[src/rtl/rtmc_reg_arb.sv]
// -----------------------------------------------------------------------------
// rtmc_reg_arb
// Round-robin arbiter that shares one register bus between two initiators.
// Initiator 0 is the SPI command decoder and initiator 1 is the motor
// sequencer. The granted transaction is registered onto the single responder
// (the register file). A transaction that the responder never acknowledges is
// ended by a timeout, which returns all-ones data and raises an error flag.
//
// Parameters
//   ADDR_W   register address width
//   DATA_W   register data width
//   TIMEOUT  BUSY cycles to wait for r_ack_i before giving up; 0 = wait forever
//
// Ports
//   clk              clock, all logic on the rising edge
//   rst_n            asynchronous active-low reset
//   iN_addr_i        initiator N address
//   iN_wdat_i        initiator N write data
//   iN_wr_i          initiator N write request (level, held until iN_ack_o)
//   iN_rd_i          initiator N read request (level, held until iN_ack_o)
//   iN_rdat_o        initiator N read data, held until that initiator's next ack
//   iN_ack_o         initiator N one-cycle completion pulse
//   iN_err_o         initiator N timeout flag, valid with iN_ack_o
//   r_addr_o         responder address
//   r_wdat_o         responder write data
//   r_wr_o           responder write strobe (level, held until r_ack_i)
//   r_rd_o           responder read strobe (level, held until r_ack_i)
//   r_rdat_i         responder read data, sampled with r_ack_i
//   r_ack_i          responder completion pulse
// -----------------------------------------------------------------------------
module rtmc_reg_arb #(
  parameter int ADDR_W  = 8,
  parameter int DATA_W  = 16,
  parameter int TIMEOUT = 15
) (
  input  logic              clk,
  input  logic              rst_n,
  input  logic [ADDR_W-1:0] i0_addr_i,
  input  logic [DATA_W-1:0] i0_wdat_i,
  input  logic              i0_wr_i,
  input  logic              i0_rd_i,
  output logic [DATA_W-1:0] i0_rdat_o,
  output logic              i0_ack_o,
  output logic              i0_err_o,
  input  logic [ADDR_W-1:0] i1_addr_i,
  input  logic [DATA_W-1:0] i1_wdat_i,
  input  logic              i1_wr_i,
  input  logic              i1_rd_i,
  output logic [DATA_W-1:0] i1_rdat_o,
  output logic              i1_ack_o,
  output logic              i1_err_o,
  output logic [ADDR_W-1:0] r_addr_o,
  output logic [DATA_W-1:0] r_wdat_o,
  output logic              r_wr_o,
  output logic              r_rd_o,
  input  logic [DATA_W-1:0] r_rdat_i,
  input  logic              r_ack_i
);

  localparam logic [1:0] ST_IDLE = 2'd0;
  localparam logic [1:0] ST_BUSY = 2'd1;
  localparam logic [1:0] ST_DONE = 2'd2;

  // A zero-width counter is illegal, so TIMEOUT=0 still gets one bit.
  localparam int CNT_W = (TIMEOUT > 0) ? $clog2(TIMEOUT + 1) : 1;
  localparam logic [CNT_W-1:0] CNT_LIMIT = CNT_W'(TIMEOUT);

  logic [1:0]        state_q,  state_d;
  logic              last_q,   last_d;    // initiator granted most recently
  logic              gnt_q,    gnt_d;     // initiator owning the current cycle
  logic [CNT_W-1:0]  cnt_q,    cnt_d;
  logic [ADDR_W-1:0] r_addr_q, r_addr_d;
  logic [DATA_W-1:0] r_wdat_q, r_wdat_d;
  logic              r_wr_q,   r_wr_d;
  logic              r_rd_q,   r_rd_d;
  logic [DATA_W-1:0] rdat0_q,  rdat0_d;
  logic [DATA_W-1:0] rdat1_q,  rdat1_d;
  logic              ack0_q,   ack0_d;
  logic              ack1_q,   ack1_d;
  logic              err0_q,   err0_d;
  logic              err1_q,   err1_d;

  logic req0, req1, pick1, sel_wr, sel_rd, expired;

  assign req0 = i0_wr_i | i0_rd_i;
  assign req1 = i1_wr_i | i1_rd_i;

  // Initiator 1 wins when it asks alone, or on a tie when initiator 0 was
  // granted last.
  assign pick1  = req1 & (~req0 | ~last_q);
  assign sel_wr = pick1 ? i1_wr_i : i0_wr_i;
  assign sel_rd = pick1 ? i1_rd_i : i0_rd_i;

  assign expired = (TIMEOUT != 0) && (cnt_q == CNT_LIMIT);

  always_comb begin
    // NOTE: every signal assigned below gets a default first, so no path
    // leaves one unassigned and no latch is inferred.
    state_d  = state_q;
    last_d   = last_q;
    gnt_d    = gnt_q;
    cnt_d    = cnt_q;
    r_addr_d = r_addr_q;
    r_wdat_d = r_wdat_q;
    r_wr_d   = r_wr_q;
    r_rd_d   = r_rd_q;
    rdat0_d  = rdat0_q;
    rdat1_d  = rdat1_q;
    ack0_d   = 1'b0;
    ack1_d   = 1'b0;
    err0_d   = 1'b0;
    err1_d   = 1'b0;

    case (state_q)
      ST_IDLE: begin
        if (req0 || req1) begin
          gnt_d    = pick1;
          last_d   = pick1;
          r_addr_d = pick1 ? i1_addr_i : i0_addr_i;
          r_wdat_d = pick1 ? i1_wdat_i : i0_wdat_i;
          r_wr_d   = sel_wr;
          r_rd_d   = sel_rd & ~sel_wr;  // write takes precedence over read
          cnt_d    = '0;
          state_d  = ST_BUSY;
        end
      end

      ST_BUSY: begin
        cnt_d = cnt_q + CNT_W'(1);
        // An ack in the expiry cycle is checked first so it completes cleanly.
        if (r_ack_i) begin
          r_wr_d  = 1'b0;
          r_rd_d  = 1'b0;
          state_d = ST_DONE;
          if (gnt_q) begin
            rdat1_d = r_rdat_i;
            ack1_d  = 1'b1;
          end else begin
            rdat0_d = r_rdat_i;
            ack0_d  = 1'b1;
          end
        end else if (expired) begin
          r_wr_d  = 1'b0;
          r_rd_d  = 1'b0;
          state_d = ST_DONE;
          if (gnt_q) begin
            rdat1_d = '1;
            ack1_d  = 1'b1;
            err1_d  = 1'b1;
          end else begin
            rdat0_d = '1;
            ack0_d  = 1'b1;
            err0_d  = 1'b1;
          end
        end
      end

      // The ack pulse is visible for this one cycle; requests are not sampled.
      ST_DONE: state_d = ST_IDLE;

      default: state_d = ST_IDLE;
    endcase
  end

  // NOTE: sequential state uses non-blocking assignments so every register
  // updates from pre-edge values, independent of statement order.
  always_ff @(posedge clk or negedge rst_n) begin
    if (!rst_n) begin
      state_q  <= ST_IDLE;
      last_q   <= 1'b1;       // initiator 0 wins the first tie
      gnt_q    <= 1'b0;
      cnt_q    <= '0;
      r_addr_q <= '0;
      r_wdat_q <= '0;
      r_wr_q   <= 1'b0;
      r_rd_q   <= 1'b0;
      rdat0_q  <= '0;
      rdat1_q  <= '0;
      ack0_q   <= 1'b0;
      ack1_q   <= 1'b0;
      err0_q   <= 1'b0;
      err1_q   <= 1'b0;
    end else begin
      state_q  <= state_d;
      last_q   <= last_d;
      gnt_q    <= gnt_d;
      cnt_q    <= cnt_d;
      r_addr_q <= r_addr_d;
      r_wdat_q <= r_wdat_d;
      r_wr_q   <= r_wr_d;
      r_rd_q   <= r_rd_d;
      rdat0_q  <= rdat0_d;
      rdat1_q  <= rdat1_d;
      ack0_q   <= ack0_d;
      ack1_q   <= ack1_d;
      err0_q   <= err0_d;
      err1_q   <= err1_d;
    end
  end

  assign r_addr_o  = r_addr_q;
  assign r_wdat_o  = r_wdat_q;
  assign r_wr_o    = r_wr_q;
  assign r_rd_o    = r_rd_q;
  assign i0_rdat_o = rdat0_q;
  assign i0_ack_o  = ack0_q;
  assign i0_err_o  = err0_q;
  assign i1_rdat_o = rdat1_q;
  assign i1_ack_o  = ack1_q;
  assign i1_err_o  = err1_q;

endmodule

[config.mk]
export PLATFORM = sky130hd
export DESIGN_NAME = rtmc_reg_arb
export DESIGN_NICKNAME = d
export VERILOG_FILES = /design/src/rtl/rtmc_reg_arb.sv
export SDC_FILE = /design/constraint.sdc
export NUM_CORES = 1
export LEC_CHECK = 0
export ABC_CLOCK_PERIOD_IN_PS = 2000
export BUFFER_PORTS_ARGS = -buffer_cell sky130_fd_sc_hd__buf_2
export CAP_MARGIN = 20
export CORE_AREA = 2 2 84 86
export DETAILED_ROUTE_END_ITERATION = 8
export DIE_AREA = 0 0 86 88
export PLACE_DENSITY = 0.78
export SLEW_MARGIN = 20
export SYNTH_ARGS = -nofsm -noshare
export SYNTH_HDL_FRONTEND = slang
export SYNTH_SLANG_ARGS = --single-unit
[constraint.sdc]
create_clock -name clk -period 2 [get_ports clk]
set_input_delay 0.5 -clock clk [delete_from_list [all_inputs] [get_ports clk]]
set_output_delay 0.5 -clock clk [all_outputs]
set_load 0.03 [all_outputs]
==> results.tsv <==
stage	metric	value	unit
hold_path	hp-class	input port to async pin	
clock_network	cts_resized	0	
synthesis	synth_mux_area_share	0	%
grt	track_usage	20.3	%
timing	setup_tns	0	ps
clock_network	cts_root_buffer	clkbuf_8	
clock_network	clock_latency	340	ps
floorplan	start_util	44.3	%
floorplan	die_x	86	um
timing	slew_headroom	36.9	%
setup_path	crit_required	2220	ps
floorplan	die_h	88	um
drt	drc	0	
power	p_int	4160	uW
setup_path	critPathMaxFanout	17	
clock_network	hold_buffers	0	
timing	slew_violations	0	
clock_network	cts_setup_buffers	0	
drt	num_vias	2722	
power	clkPwrFrac	18.9	%
drt	drtIter0Drc	110	
clock_network	clk_path_buf_depth	2	
timing	grt_setup_unrepaired	false	
drt	wl_per_cell	14.5	um
placed_design	gp_congestion	0.768	
clock_network	numCtsBuffers	9	
synthesis	synth_area_leaders	dfrtp_1, a21oi_1, nor2_1	
setup_path	cp_slowest_cell	dfrtp_1	
timing	skew	5.31	ps
power	pwr-share-comb	48.3	%
synthesis	synth_top_family_by_area	compound AO/OA/AOI/OAI gates	
synthesis	synth_nets	365	
synthesis	ys_warn_count	0	
grt	grt_max_degree	71	
timing	tightest_slew	946	ps
clock_network	cts_tree	done	
synthesis	synth_xor_area_share	0.298	%
grt	gr-total-overflow	0	
setup_path	critical-path-top-delay-family	flip-flops	
power	ir_worst_vdd	0.000992	V
synthesis	yosys.area.top_type_share	58.7	%
status	status	completed	
synthesis	ys_types	31	
finish	utilization	59.8	%
grt	grt_pass1_vias	2584	
finish	layout-drive-gt1-share	38.7	%
setup_path	crit_type	flop to flop	
placed_design	dpl.hpwl	5.33	mm
drt	routed_wl	7.51	mm
clock_network	cts_max_level	3	
setup_path	arrival	1840	ps
grt	antenna_found_initial	0	
finish	nNetsFinal	504	
power	p_seq_share	32.8	%
setup_path	crit_chain	ha_1 > a31oi_1 > buf_4 > nor3_4 > buf_4 > nor2_1 > a31oi_1	
setup_path	cp.buffers_inverters	2	
power	swShare	45.0	%
floorplan	die_area	7570	um^2
synthesis	synthAdderAreaFrac	0.426	%
timing	fmax	616	MHz
timing	finalHoldViolCount	0	
synthesis	ys_seq_elements	70	
power	power.leakage	0.00194	uW
placed_design	io_buffers	132	
setup_path	critPathMaxStageDelay	410	ps
finish	antennaDiodeCount	0	
clock_network	cts.clk_slew.worst_paths	70	ps
floorplan	rows	30	
synthesis	synthesis.area	2940	um^2
floorplan	io_pins	133	
synthesis	synth-simple-area-share	13.4	%
grt	grt_pass1_wl	12.0	mm
timing	final-setup-viol-count	0	
finish	area_delta_synth_final	35.2	%
setup_path	start_kind	flop	
job	drv_cap	0	
power	powerDensity	1900	nW/um^2
power	switchingPower	3410	uW
floorplan	coreArea	6640	um^2
drt	drtPass1Iterations	4	
synthesis	yosysTopAreaCell	dfrtp_1	
setup_path	endpoint_kind	flop	
drt	drtAntennaViolNets	0	
synthesis	synth.avg_cell_area	10.0	um^2
synthesis	ys_seq_area_share	59.6	%
drt	routed_via_density	5.26	
timing	fin_crit	1620	ps
clock_network	cts.sinks	70	
timing	post-route-period-util	81.1	%
synthesis	synth_compound_area_share	20.0	%
synthesis	synth_cells	293	
[logic make-up after synthesis]
kind of cell	Yosys count
buf+inv	37
flops	70
xor+xnor	1
compound gates	94
fa+ha+maj	1
simple gates	90
[flip-flops by register name, summed over array words and instances (netlist names), 2 cells and up]
name	flops
r_addr_o	8
i0_rdat_o	16
state_q	2
r_wdat_o	16
i1_rdat_o	16
cnt_q	4
[through the flow]
| step | power [uW] | setup WS [ps] | cells | hold WS (ps) | instance area (um^2) |
|---|---|---|---|---|---|
| after floorplan | 5040 | 427 | 293 | 204 | 2940 |
| after global placement | 6050 | 257 | 501 | 474 | 3720 |
| after detailed placement | 6170 | 183 | 501 | 483 | 3720 |
| after CTS | 7610 | 367 | 517 | 188 | 3980 |
| after global routing | 8050 | 182 | 517 | 197 | 3980 |
| final | 7570 | 377 | 517 | 172 | 3980 |
[placed cells by master (no fill, tap or decap), types with 2 or more instances in the layout]
master / n
clkbuf_8: 11
o22ai_1: 2
dfrtp_1: 69
clkinvlp_4: 2
bufinv_16: 3
nand2_1: 31
nor2_1: 45
o32a_1: 16
buf_4: 13
a31oi_1: 18
buf_2: 132
nand3_1: 2
a21oi_1: 50
inv_1: 19
nand2b_1: 3
nor3_4: 2
o21ai_0: 3
a22o_1: 2
[path summary, 6_finish.rpt]
path                         startpoint      endpoint  slack (ps)  cells past startpoint
max                            cnt_q[0]  i0_rdat_o[4]         380                      7
min                               rst_n  i1_rdat_o[1]         170                      2
max reg2reg                    cnt_q[0]  i0_rdat_o[4]         380                      7
min reg2reg                i1_rdat_o[3]  i1_rdat_o[3]         500                      1
max in group asynchronous         rst_n        last_q        1510                      2
min in group clk           i0_addr_i[6]   r_addr_o[6]         390                      3
[synth_stat cells, drive strengths merged]
cell,number
a21oi,50
a22o,2
a31oi,18
and2b,1
buf,13
clkbuf,5
dfrtp,69
dfstp,1
ha,1
inv,19
nand2,32
nand2b,3
nand3,2
nand4,1
nor2,46
nor3,3
nor4,2
o21a,1
o21ai,4
o22ai,2
o2bb2ai,1
o32a,16
xor2,1
[power by group through the flow]
stage	Clock, uW	Combinational (uW)	Sequential [uW]
CTS	1460	3670	2480
finish	1430	3650	2480
global placement	0	3580	2480
global route	1520	3970	2560
floorplan	0	1400	3640
detailed placement	0	3670	2490
[cell type report]
| type | count | area, um^2 |
|---|---|---|
| Clock buffer | 11 | 151 |
| Timing Repair Buffer | 146 | 778 |
| Inverter | 19 | 71.3 |
| Multi-Input combinational cell | 186 | 1020 |
| Sequential cell | 70 | 1750 |
| Fill cell | 558 | 2670 |
| Tap cell | 80 | 100 |
| Clock inverter | 5 | 105 |
[routing by layer]
layer / part of all wire (%) / GRT usage [%] / routed length, um / up-vias
li1: - / - / - / 1294
met5: 0 / 0 / 0 / -
met3: 8.2 / 4.52 / 617 / 14
met1: 43 / 26.2 / 3220 / 1281
met2: 47 / 32.7 / 3520 / 133
met4: 2.1 / 9.38 / 155 / 0
Power figures use the tool's default switching activity.
